[src/rtl/mipi_csi2_axis_bridge.sv]
// Bridges a CSI-2 decoder pixel stream onto AXI4-Stream. Start-of-frame and
// end-of-line are tagged on each beat, which then goes through a FWFT FIFO.
module mipi_csi2_axis_bridge #(
  parameter int g_DATAWIDTH     = 10,
  parameter int g_NUM_OF_PIXELS = 1,
  parameter int g_FIFO_DEPTH    = 16
) (
  input  logic                                   PARALLEL_CLOCK_I,
  input  logic                                   RESET_n_I,
  input  logic [g_NUM_OF_PIXELS*g_DATAWIDTH-1:0] data_in_i,
  input  logic                                   line_valid_i,
  input  logic                                   frame_start_i,
  input  logic                                   frame_end_i,
  output logic [g_NUM_OF_PIXELS*g_DATAWIDTH-1:0] m_axis_tdata_o,
  output logic                                   m_axis_tvalid_o,
  input  logic                                   m_axis_tready_i,
  output logic                                   m_axis_tuser_o,
  output logic                                   m_axis_tlast_o,
  output logic                                   overflow_o,
  output logic [15:0]                            line_count_o,
  output logic [15:0]                            frame_count_o
);

  localparam int W  = g_NUM_OF_PIXELS * g_DATAWIDTH;
  localparam int AW = $clog2(g_FIFO_DEPTH);

  typedef enum logic [1:0] {IDLE, ACTIVE, DROP} state_t;

  state_t         state, state_nxt;
  logic           hold_valid, hold_sof, sof_pending;
  logic [W-1:0]   hold_data;
  logic           capture, wr_push, wr_drop, wr_eol;
  logic [W+1:0]   mem [g_FIFO_DEPTH];
  logic [AW-1:0]  wr_ptr, rd_ptr;
  logic [AW:0]    mem_count;
  logic [AW+1:0]  occupancy;
  logic           fifo_full, out_load;

  // The presented output beat counts as a FIFO entry, so capacity stays g_FIFO_DEPTH.
  assign occupancy = {1'b0, mem_count} + {{(AW+1){1'b0}}, m_axis_tvalid_o};
  assign fifo_full = (occupancy == (AW+2)'(g_FIFO_DEPTH));
  assign out_load  = (mem_count != '0) && (!m_axis_tvalid_o || m_axis_tready_i);

  always_ff @(posedge PARALLEL_CLOCK_I) begin
    if (!RESET_n_I) state <= IDLE;
    else            state <= state_nxt;
  end

  always_comb begin
    // NOTE: default assignment first so no path through the block infers a latch.
    state_nxt = state;
    unique case (state)
      IDLE:    if (frame_start_i) state_nxt = ACTIVE;
      ACTIVE:  if (frame_start_i)    state_nxt = ACTIVE;
               else if (frame_end_i) state_nxt = IDLE;
               else if (wr_drop)     state_nxt = DROP;
      DROP:    if (frame_start_i)    state_nxt = ACTIVE;
               else if (frame_end_i) state_nxt = IDLE;
      default: state_nxt = IDLE;
    endcase
  end

  always_comb begin
    wr_eol  = !line_valid_i || frame_start_i || frame_end_i;
    wr_push = hold_valid && !fifo_full;
    wr_drop = hold_valid && fifo_full;
    // A frame start always opens capture, even from IDLE or DROP.
    capture = line_valid_i &&
              (frame_start_i || (state == ACTIVE && !frame_end_i && !wr_drop));
  end

  always_ff @(posedge PARALLEL_CLOCK_I) begin
    // NOTE: sequential state uses non-blocking assignments only.
    if (!RESET_n_I) begin
      hold_valid  <= 1'b0;
      hold_sof    <= 1'b0;
      hold_data   <= '0;
      sof_pending <= 1'b0;
    end else begin
      hold_valid <= capture;
      if (capture) begin
        hold_data <= data_in_i;
        hold_sof  <= frame_start_i || sof_pending;
      end
      if (frame_start_i) sof_pending <= !capture;
      else if (capture)  sof_pending <= 1'b0;
    end
  end

  // NOTE: storage array is not reset; validity is carried by the pointers and count.
  always_ff @(posedge PARALLEL_CLOCK_I) begin
    if (wr_push) mem[wr_ptr] <= {hold_sof, wr_eol, hold_data};
  end

  always_ff @(posedge PARALLEL_CLOCK_I) begin
    if (!RESET_n_I) begin
      wr_ptr          <= '0;
      rd_ptr          <= '0;
      mem_count       <= '0;
      m_axis_tvalid_o <= 1'b0;
      m_axis_tuser_o  <= 1'b0;
      m_axis_tlast_o  <= 1'b0;
      m_axis_tdata_o  <= '0;
    end else begin
      if (wr_push)  wr_ptr <= wr_ptr + 1'b1;
      if (out_load) rd_ptr <= rd_ptr + 1'b1;
      mem_count <= mem_count + (AW+1)'(wr_push) - (AW+1)'(out_load);
      if (out_load) begin
        m_axis_tvalid_o <= 1'b1;
        {m_axis_tuser_o, m_axis_tlast_o, m_axis_tdata_o} <= mem[rd_ptr];
      end else if (m_axis_tready_i) begin
        m_axis_tvalid_o <= 1'b0;
      end
    end
  end

  always_ff @(posedge PARALLEL_CLOCK_I) begin
    if (!RESET_n_I) begin
      overflow_o    <= 1'b0;
      line_count_o  <= '0;
      frame_count_o <= '0;
    end else begin
      if (wr_drop) overflow_o <= 1'b1;
      if (frame_start_i)
        line_count_o <= '0;
      else if (wr_push && wr_eol && line_count_o != 16'hFFFF)
        line_count_o <= line_count_o + 16'd1;
      if (frame_end_i && state != IDLE) frame_count_o <= frame_count_o + 16'd1;
    end
  end

endmodule

[config.mk]
export PLATFORM = sky130hd
export DESIGN_NAME = mipi_csi2_axis_bridge
export DESIGN_NICKNAME = d
export VERILOG_FILES = /design/src/rtl/mipi_csi2_axis_bridge.sv
export SDC_FILE = /design/constraint.sdc
export NUM_CORES = 1
export LEC_CHECK = 0
export BUFFER_PORTS_ARGS = -buffer_cell sky130_fd_sc_hd__buf_2
export CAP_MARGIN = 5
export CORE_MARGIN = 5
export CORE_UTILIZATION = 60
export CTS_CLUSTER_SIZE = 24
export DETAILED_ROUTE_END_ITERATION = 10
export PLACE_DENSITY_LB_ADDON = 0.15
export SYNTH_ARGS = -nofsm -noshare
export SYNTH_HDL_FRONTEND = slang
export SYNTH_SLANG_ARGS = --single-unit
[constraint.sdc]
create_clock -name PARALLEL_CLOCK_I -period 3.7 [get_ports PARALLEL_CLOCK_I]
set_input_delay 0.37 -clock PARALLEL_CLOCK_I [delete_from_list [all_inputs] [get_ports PARALLEL_CLOCK_I]]
set_output_delay 0.37 -clock PARALLEL_CLOCK_I [all_outputs]
set_load 0.03 [all_outputs]
# Yosys cells after proc, flatten, opt, wreduce, memory -nomap -nowiden
# Memories as Yosys holds them, arrays and structs flattened. A register that Yosys moved wholly into a read port is not among the register bits.
# Cells that the tools add are included.
[totals]
reg_bits = 62
mem_bits_rw = 192
memories = 1
[memory_table]
columns = ["memory", "depth", "width", "rd", "rd_ports_with_merged_regs", "write_ports", "line", "source"]
rows = [
  ["mem", 16, 12, 1, 1, 1, "33", "logic [W+1:0] mem [g_FIFO_DEPTH];"],
]
[op_classes]
add_sub_neg = 7
eq_ne = 7
n_mux = 13
bitwise_logic = 1
n_reduce_logical = 28
[op_table]
columns = ["op", "count"]
rows = [
  ["$add 16x1->16 const B", 2],
  ["$ne 16x16->1 const B", 1],
  ["$mux 2", 6],
  ["$logic_and 1x1->1", 9],
  ["$add 4x1->4 const B", 2],
  ["$logic_not 1->1", 7],
  ["$add 5x1->6", 1],
  ["$eq 6x5->1 const B", 1],
  ["$mux 1", 6],
  ["$pmux 2 s3", 1],
  ["$reduce_bool 2->1", 3],
  ["$add 5x1->5", 1],
  ["$logic_or 1x1->1", 5],
  ["$reduce_bool 5->1", 1],
  ["$sub 5x1->5", 1],
  ["$ne 4x4->1 const B", 1],
  ["$ne 3x3->1 const B", 1],
  ["$reduce_and 3->1", 1],
  ["$eq 2x1->1 const B", 1],
  ["$eq 2x2->1 const B", 1],
  ["$logic_not 2->1", 1],
  ["$ne 2x2->1 const B", 1],
  ["$reduce_or 2->1", 1],
  ["$not 1->1", 1],
]

# Logic depth before layout (Yosys ltp)
# Gate-level depths: netlist (run 1).
[logic_depth]
word_depth = 9
ltp_mapped = 14
depth_no_buf = 13

# Worst setup path after synthesis (run 1)
# No wires, ideal clock.
[synth_path]
path_kind = "register to register"
start = "reg m_axis_tvalid_o"
end = "reg mem_count[4]"
setup_time_ns = 0.128
arrival_ns = 2.949
setup_slack_ns = 0.624
path_stages_with_launch = 15
n_path_buf = 1
cell_sequence = "dfxtp_1 ha_1 ha_1 xnor2_1 nand3_1 o21ai_2 clkinv_1 clkbuf_1 ha_1 fa_1 a21oi_1 nor2_1 nor2_1 xnor2_1 nor2_1"
[synth_via]
elab_chain_len = 6
elab_cells_between_ends = 9
cone_classes = "add/sub (3); eq/ne (1); reduce/logical (5)"
[synth_lines]
columns = ["item", "line", "source"]
rows = [
  ["start: declaration", "15", "output logic m_axis_tvalid_o,"],
  ["start signal: assignment", "100", "m_axis_tvalid_o <= 1'b0;"],
  ["start signal: assignment", "109", "m_axis_tvalid_o <= 1'b1;"],
  ["start signal: assignment", "112", "m_axis_tvalid_o <= 1'b0;"],
  ["$add 5x1->6", "40", "assign occupancy = {1'b0, mem_count} + {{(AW+1){1'b0}}, m_axis_tvalid_o};"],
  ["$eq 6x5->1", "41", "assign fifo_full = (occupancy == (AW+2)'(g_FIFO_DEPTH));"],
  ["$logic_not 1->1", "65", "wr_push = hold_valid && !fifo_full;"],
  ["$logic_and 1x1->1", "65", ""],
  ["named net wr_push", "32", "logic capture, wr_push, wr_drop, wr_eol;"],
  ["$add 5x1->5", "107", "mem_count <= mem_count + (AW+1)'(wr_push) - (AW+1)'(out_load);"],
  ["$sub 5x1->5", "107", ""],
  ["end signal: assignment", "107", ""],
  ["end: declaration", "35", "logic [AW:0] mem_count;"],
]
# The timed path passes the listed nets, and every way through them passes these cells.
# A chain may end at the register's enable or synchronous reset.

# Worst setup path in the final report (run 1)
[layout_path]
start = "reg m_axis_tvalid_o"
end = "reg mem_count[4]"
[layout_via]
elab_chain_len = 6
elab_cells_between_ends = 9
cone_classes = "add/sub (3); eq/ne (1); reduce/logical (5)"
[layout_lines]
columns = ["item", "line"]
rows = [
  ["$add 5x1->6", "40"],
  ["$eq 6x5->1", "41"],
  ["$logic_not 1->1", "65"],
  ["$logic_and 1x1->1", "65"],
  ["$add 5x1->5", "107"],
  ["$sub 5x1->5 (*)", "107"],
]
# Mark *: on every way between the ends. The rest lies on a longest branch, timed or not.

==> impl_metrics.toml, run 1 <==
[run_status]
status = "complete, no violations"

[timing]
timing_hold_violations_final = 0
max_slew_margin_pct = 46.3
fin_worst_skew_ns = 0.00652
setup_tns_ns = 0
fmax_mhz = 311
setup_viol = 0
tightest_slew_ns = 0.804
slew_violations = 0
rsz0062_at_grt = "false"
finalWorstSetupSlack_ns = 0.480
fin_crit_sh_pct = 87.0
min_period_ns = 3.22

[logic_synthesis]
ys.flop_type = "edfxtp_1"
avgSynthCellArea_um2 = 15.4
synth-simple-area-share_pct = 8.83
synth_top_cell_by_area = "edfxtp_1"
synth_xor_area_share_pct = 1.70
syn_inst = 702
synth-seq-area-share_pct = 66.9
synth_area_leaders = "edfxtp_1 (53%), dfxtp_1 (14%), mux4_2 (10%)"
synth_top_area_share_pct = 53.2
synth-edff-count = 192
synthMuxAreaShare_pct = 12.8
synth_fa_ha_area_share_pct = 2.26
synth_top_family_by_area = "multiplexers"
synth.net_count = 737
synth_compound_area_share_pct = 5.31
synth_cell_types = 59
syn-cell-area_um2 = 10800
synth-seq-cells = 266
async_flop_share_pct = 0
yosysWarnings = 0

[power]
p_leak_nw = 4.23
power_frac_seq_pct = 46.2
p_int_mw = 5.53
comb_power_share_pct = 20.2
clkPwrFrac_pct = 33.6
peakVddDrop_uv = 502
p_per_area_nw_per_um2 = 632
p_switching_mw = 2.17
switching_share_pct = 28.2

[global_routing]
grt_max_degree = 46
antenna_found_initial = 0
grt_pass1_vias = 6322
grt.overflow.total = 0
grt_pass1_wl_um = 36100
grt_usage_pct = 22.5

[detailed_routing]
wl_per_cell_um = 22.2
dr.pass1.iters = 5
wl_um = 22500
detail_route.iter0.violations = 422
drcViolationCount = 0
final_antenna_net_count = 0
vias = 6233
viasPerCell = 6.13

[placed_design]
gp_congestion = 0.816
dpl_worst_slack_ns = 0.523
dp_hpwl_um = 14300
numPortBuffers = 61

[worst_setup_path]
worst_path_max_delay_cell = "o21ai_2"
r2r_cells = 13
path_cells = "ha_1 -> ha_1 -> xnor2_1 -> nand3_1 -> o21ai_2 -> clkinv_1 -> ha_1 -> fa_1 -> a21oi_1 -> nor2_1 -> nor2_1 -> xnor2_1 -> nor2_1"
path_class = "flop to flop"
critPathCaptureType = "flop"
crit_path_max_fanout = 14
crit_required_ns = 4.09
startpoint_type = "flop"
slowest_delay_ns = 0.48
arrival_ns = 3.61
r2r_slack_ns = 0.48
r2r-start = "m_axis_tvalid_o"
startpoint = "m_axis_tvalid_o"

[cts]
h-tree-depth = 1
cts_made_buffers = 27
cts_tree = "done"
cts_resized = 0
cts.sinks = 266
path_clk_slew_ns = 0.06
clkLatencyLatePin_ns = 0.52
cts.path.max_buffers = 3
cts_setup_buffers = 0
holdBufCountCts = 0
cts_root_buffer = "clkbuf_16"

[floorplanning]
io_pins = 62
coreArea_um2 = 17800
num_rows = 49
dieArea_um2 = 20800
die_w_um = 144
die_height_um = 144
start_util_pct = 60.7

[worst_hold_path]
worstHoldStart = "data_in_i[0]"
min_path_cells = 3
hold_path_class = "input pin to flop"

[final_layout]
drive_above_1_share_pct = 22.2
diodes = 0
final_common_cell = "edfxtp_1"
nNetsFinal = 801
layout_common_cells = "edfxtp_1 (192), dfxtp_1 (72), buf_2 (61), mux4_2 (48), nand2_1 (35)"
area_growth_pct = 12.4

[run]
timing.max_cap.violations = 0
==> kinds of logic after synthesis <==
family	after synthesis
AO/OA/AOI/OAI	85
AND/OR/NAND/NOR	180
buffers and inverters	53
XOR/XNOR	21
adder cells (fa/ha/maj)	19
multiplexers	78
flip-flops	266
==> power groups by stage <==
stage	Clock [mW]	Sequential, mW	Combinational [mW]
6_report	2.59	3.56	1.56
5_1_grt	2.75	3.59	1.69
4_1_cts	2.62	3.56	1.57
3_5_place_dp	0	3.62	1.55
3_3_place_gp	0	3.61	1.52
2_1_floorplan	0	3.63	1.12
==> area by class of cell <==
cell class	count	area (um^2)
inverter	17	63.8
clock inverter	16	135
clock buffer	34	712
tap	229	287
multi-input combinational	383	3350
fill	1188	5660
timing repair buffer	71	380
sequential	266	7250
==> metal layers <==
layer	wire length, um	vias up	GRT usage, %
met3	1270	35	2.88
met2	11200	205	38.7
met5	0	-	0
met1	9600	3121	31.2
met4	425	0	5.06
li1	-	2872	-
==> flip-flops by register name (all words and copies together) (netlist names) <==
signal	count
frame_count_o	16
hold_data	10
hold_sof	1
hold_valid	1
line_count_o	16
m_axis_tdata_o	10
m_axis_tlast_o	1
m_axis_tuser_o	1
m_axis_tvalid_o	1
mem	192
mem_count	5
overflow_o	1
rd_ptr	4
sof_pending	1
state	2
wr_ptr	4
==> cells in the mapped netlist, drive strengths merged, types with 17 or more instances <==
cell type and count:
edfxtp 192, dfxtp 74, mux4 48, nand2 36, nand3 32, nor2 31, mux2i 30, clkbuf 24
and3 20, o21ai 19, ha 18, a21oi 17
==> metrics by stage <==
step                hold slack, ns  power [mW]  std cells  cell area, um^2  utilization, %
detailed placement           0.461        5.18        966            11300            63.5
floorplan                    0.448        4.75        702            10800               -
CTS                         0.0816        7.75       1016            12200            68.3
global route                0.0977        8.03       1016            12200            68.3
finish                      0.0933        7.70       1016            12200            68.3
global placement             0.452        5.14        966            11300            63.5
==> final timing paths <==
check	end
min reg2reg	overflow_o
min	hold_data[0]
max reg2reg	mem_count[4]
max	mem_count[4]
==> critical path, delay by kind of cell, from the launching register on <==
family                   cells  cell delay (ns)
adder cells (fa/ha/maj)      4             1.18
AO/OA/AOI/OAI                2             0.68
AND/OR/NAND/NOR              4             0.41
flip-flops                   1             0.32
XOR/XNOR                     2             0.31
buffers and inverters        1             0.18
Power figures use the tool's default switching activity.
==> inputs of run 2 (changes only) <==
- BUFFER_PORTS_ARGS: -buffer_cell sky130_fd_sc_hd__buf_2 -> -buffer_cell sky130_fd_sc_hd__buf_4
- CORE_ASPECT_RATIO: default -> 2
- CORE_MARGIN: 5 -> default
==> impl_metrics.toml, run 2 (same netlist as run 1, synthesis figures left out) <==
[run_status]
status = "complete, no violations"

[cts]
cts_tree = "done"
holdBufCountCts = 0
cts.sinks = 266
cts_made_buffers = 22
cts.path.max_buffers = 3
path_clk_slew_ns = 0.06
cts_setup_buffers = 0
cts_root_buffer = "clkbuf_16"
clkLatencyLatePin_ns = 0.51
cts_resized = 0
h-tree-depth = 1

[global_routing]
grt_max_degree = 51
grt_pass1_wl_um = 35200
grt_usage_pct = 24.9
antenna_found_initial = 0
grt.overflow.total = 0
grt_pass1_vias = 6480

[final_layout]
largest_register = "mem"
multi_input_area_um2 = 3340
area_growth_pct = 12.1
fillerInstances = 1201
nNetsFinal = 794
final_common_cell = "edfxtp_1"
layout_common_cells = "edfxtp_1 (192), dfxtp_1 (72), buf_4 (69), mux4_2 (48), nand2_1 (35)"
drive_above_1_share_pct = 20.8
diodes = 0
largest_reg_flops = 192
largestRegisters = "mem: 192 flops, frame_count_o: 16 flops, line_count_o: 16 flops"
seq_area_um2 = 7250
final_cells = 988

[placed_design]
gp_congestion = 0.831
placed_cells = 948
dpl_worst_slack_ns = 0.435
numPortBuffers = 61
dp_hpwl_um = 15200

[detailed_routing]
vias = 6147
drt-met1-wl_um = 8020
wl_per_cell_um = 22.4
final_antenna_net_count = 0
wl_met2_um = 12200
top_layer_used = "met4"
drcViolationCount = 0
met3_wirelength_um = 796
wl_um = 22200
viasPerCell = 6.22
dr.pass1.iters = 5
detail_route.iter0.violations = 330

[timing]
finalWorstSetupSlack_ns = 0.474
setup_tns_ns = 0
fin_worst_skew_ns = 0.0124
fin_crit_sh_pct = 87.2
timing_hold_violations_final = 0
min_period_ns = 3.23
setup_viol = 0
rsz0062_at_grt = "false"
fmax_mhz = 310
slew_violations = 0
tightest_slew_ns = 0.889
max_slew_margin_pct = 40.6

[worst_setup_path]
startpoint_type = "flop"
r2r_cells = 13
arrival_ns = 3.60
r2r-end = "mem_count[4]"
crit_path_max_fanout = 14
startpoint = "m_axis_tvalid_o"
worstSetupEndpoint = "mem_count[4]"
crit_required_ns = 4.08
path_class = "flop to flop"
r2r_slack_ns = 0.47
r2r-start = "m_axis_tvalid_o"
critPathCaptureType = "flop"

[power]
power_frac_seq_pct = 49.0
comb_power_share_pct = 20.3
clkPwrFrac_pct = 30.7
p_int_mw = 5.33
p_leak_nw = 4.15
p_switching_mw = 2.04
peakVddDrop_uv = 392
switching_share_pct = 27.7
p_per_area_nw_per_um2 = 607

[worst_hold_path]
min_path_cells = 2
hold_path_class = "input pin to flop"

[floorplanning]
num_rows = 69
dieArea_um2 = 18600
io_pins = 62
die_w_um = 97.0
die_height_um = 192
coreArea_um2 = 17700
start_util_pct = 61.2

[run]
timing.max_cap.violations = 0
run 2: area by class of cell:
| class | instances | share of cell area (%) |
|---|---|---|
| multi-input cells | 383 | 27.5 |
| repair buffers | 69 | 4.26 |
| well taps | 213 | 2.19 |
| clock buffers | 34 | 5.33 |
| clock inverters | 6 | 0.443 |
| flip-flops and latches | 266 | 59.7 |
| inverters | 17 | 0.525 |
run 2: through the flow:
step / util [%] / area [um^2] / power, mW / hold WS (ns)
global route: 68.6 / 12100 / 7.68 / 0.0781
global placement: 64.7 / 11400 / 5.15 / 0.459
CTS: 68.6 / 12100 / 7.44 / 0.0617
finish: 68.6 / 12100 / 7.37 / 0.0794
detailed placement: 64.7 / 11400 / 5.20 / 0.468
floorplan: - / 10800 / 4.75 / 0.448
run 2: worst max-delay path, stage by stage (launching register included):
cell      delay [ns]
dfxtp_1         0.33
ha_1            0.24
ha_1            0.24
xnor2_1         0.15
nand3_1         0.21
o21ai_2         0.54
clkinv_1        0.19
ha_1            0.27
fa_1            0.40
a21oi_1         0.16
nor2_1          0.06
nor2_1          0.11
xnor2_1         0.14
nor2_1          0.05
run 2: routing by layer:
metal / vias up / GRT usage [%]
li1: 2843 / -
met1: 3068 / 27.5
met2: 187 / 46.6
met3: 49 / 2.66
met4: 0 / 13.3
met5: - / 0
run 2: worst min-delay path by stage:
| stage | from | to | slack (ns) |
|---|---|---|---|
| global placement | overflow_o | overflow_o | 0.46 |
| global route | frame_end_i | state[1] | 0.08 |
| detailed placement | overflow_o | overflow_o | 0.47 |
| floorplan | frame_end_i | state[1] | 0.45 |
| CTS | frame_end_i | state[1] | 0.06 |
| finish | frame_end_i | state[1] | 0.08 |
run 2: power by group through the flow:
stage	Sequential [mW]	Clock, mW	Combinational (mW)
after floorplan	3.63	0	1.12
after global placement	3.67	0	1.48
after detailed placement	3.68	0	1.51
after CTS	3.62	2.30	1.52
after global routing	3.65	2.40	1.63
final	3.61	2.26	1.50
==> inputs of run 3 (changes only) <==
==> constraint.sdc (replaced) <==
create_clock -name PARALLEL_CLOCK_I -period 3.7 [get_ports PARALLEL_CLOCK_I]
set_input_delay 0.74 -clock PARALLEL_CLOCK_I [delete_from_list [all_inputs] [get_ports PARALLEL_CLOCK_I]]
set_output_delay 0.74 -clock PARALLEL_CLOCK_I [all_outputs]
set_load 0.03 [all_outputs]
==> impl_metrics.toml, run 3 (same netlist as run 1, synthesis figures left out) <==
[power]
power.total_mw = 7.38
p_switching_mw = 2.08
p_leak_nw = 4.16
peakVddDrop_uv = 454
comb_power_share_pct = 20.5
switching_share_pct = 28.2
clkPwrFrac_pct = 30.5
p_per_area_nw_per_um2 = 607
p_int_mw = 5.30
power_frac_seq_pct = 49.0

[placed_design]
gp_congestion = 0.841
dp_hpwl_um = 15100
numPortBuffers = 61

[timing]
rsz0062_at_grt = "false"
tightest_slew_ns = 0.920
min_period_ns = 3.25
max_slew_margin_pct = 38.7
fmax_mhz = 307
setup_tns_ns = 0
fin_crit_sh_pct = 88.0
slew_violations = 0
timing_hold_violations_final = 0
setup_viol = 0
fin_worst_skew_ns = 0.0103

[global_routing]
grt_pass1_wl_um = 35000
grt_max_degree = 50
busiest_layer = "met2"
use_met1_pct = 27.6
grt_usage_pct = 24.8
antenna_found_initial = 0
grt_pass1_vias = 6398
grt_use_met2_pct = 46.2
met3_usage_pct = 2.37
grt.overflow.total = 0

[cts]
clkLatencyLatePin_ns = 0.50
cts_root_buffer = "clkbuf_16"
cts.sinks = 266
cts_resized = 0
cts_tree = "done"
cts.path.max_buffers = 3
path_clk_slew_ns = 0.07
h-tree-depth = 1
holdBufCountCts = 0
cts_setup_buffers = 0
cts_made_buffers = 22

[detailed_routing]
viasPerCell = 6.32
final_antenna_net_count = 0
detail_route.iter0.violations = 322
wl_per_cell_um = 22.7
vias = 6249
dr.pass1.iters = 5
drcViolationCount = 0
wl_um = 22400

[final_layout]
largestRegisters = "mem: 192 flops, frame_count_o: 16 flops, line_count_o: 16 flops"
multi_input_area_um2 = 3340
drive_above_1_share_pct = 21.4
largest_reg_flops = 192
largest_register = "mem"
fillerInstances = 1181
final_util_pct = 68.7
area_growth_pct = 12.3
nNetsFinal = 795
final_common_cell = "edfxtp_1"
diodes = 0
seq_area_um2 = 7250
layout_common_cells = "edfxtp_1 (192), dfxtp_1 (72), buf_4 (70), mux4_2 (48), nand2_1 (35)"

[worst_setup_path]
slowest_delay_ns = 0.54
cp_top_family = "adder cells"
crit_required_ns = 4.06
path_class = "flop to flop"
arrival_ns = 3.62
critPathCaptureType = "flop"
startpoint_type = "flop"
crit_path_max_fanout = 14
path_cells = "ha_1 -> ha_1 -> xnor2_1 -> nand3_1 -> o21ai_2 -> clkinv_1 -> ha_1 -> fa_1 -> a21oi_1 -> nor2_1 -> nor2_1 -> xnor2_1 -> nor2_1"
worst_path_max_delay_cell = "o21ai_2"
cp_num_buf_inv = 1

[floorplanning]
die_height_um = 192
coreArea_um2 = 17700
num_rows = 69
die_w_um = 97.0
dieArea_um2 = 18600
start_util_pct = 61.2
io_pins = 62

[run]
timing.max_cap.violations = 0

[run_status]
status = "complete, no violations"

[worst_hold_path]
hold_path_class = "input pin to flop"
## run 3: cell types whose count changed in the layout (fill, tap and decap cells not counted), sizes merged
cell,change
clkbuf,-5
clkinv,+3
buf,+1
clkinvlp,+1
inv,+1
## run 3: worst register-to-register path: cells and delay by family, from the launching register on
kind,cells,cell delay [ns]
AOI/OAI and AO/OA,2,0.70
xor gates and xnor gates,2,0.30
adders and majority gates,4,1.16
buffers and inverters,1,0.21
DFF,1,0.32
and+or+nand+nor,4,0.43
## run 3: through the flow
step	hold slack (ns)	std cells	setup WS (ns)	instance area (um^2)
after floorplan	0.470	702	0.624	10800
after global placement	0.456	949	0.523	11500
after detailed placement	0.486	949	0.394	11500
after CTS	0.443	989	0.384	12200
after global routing	0.452	989	0.107	12200
final	0.455	989	0.445	12200
## run 3: layout make-up
class / count / area share [%]
Tap cell: 213 / 2.19
Inverter: 17 / 0.525
Clock buffer: 29 / 5.00
Timing Repair Buffer: 70 / 4.32
Multi-Input combinational cell: 383 / 27.5
Sequential cell: 266 / 59.6
Clock inverter: 11 / 0.833
## run 3: worst paths after layout
kind,to,cells past startpoint,slack [ns],startpoint
max,mem_count[4],13,0.45,m_axis_tvalid_o
min,state[1],2,0.46,frame_end_i
max reg2reg,mem_count[4],13,0.45,m_axis_tvalid_o
min reg2reg,overflow_o,1,0.49,overflow_o
## run 3: per-layer routing
layer / up-vias / wire (um)
met2: 176 / 12400
met1: 3168 / 7980
li1: 2852 / -
met5: - / 0
met3: 53 / 841
met4: 0 / 1250
## run 3: power by group through the flow
stage,combinational [mW],sequential [mW],clock [mW]
after floorplan,1.12,3.63,0
after detailed placement,1.51,3.69,0
after global placement,1.49,3.67,0
after CTS,1.53,3.63,2.29
final,1.51,3.62,2.26
after global routing,1.63,3.66,2.39
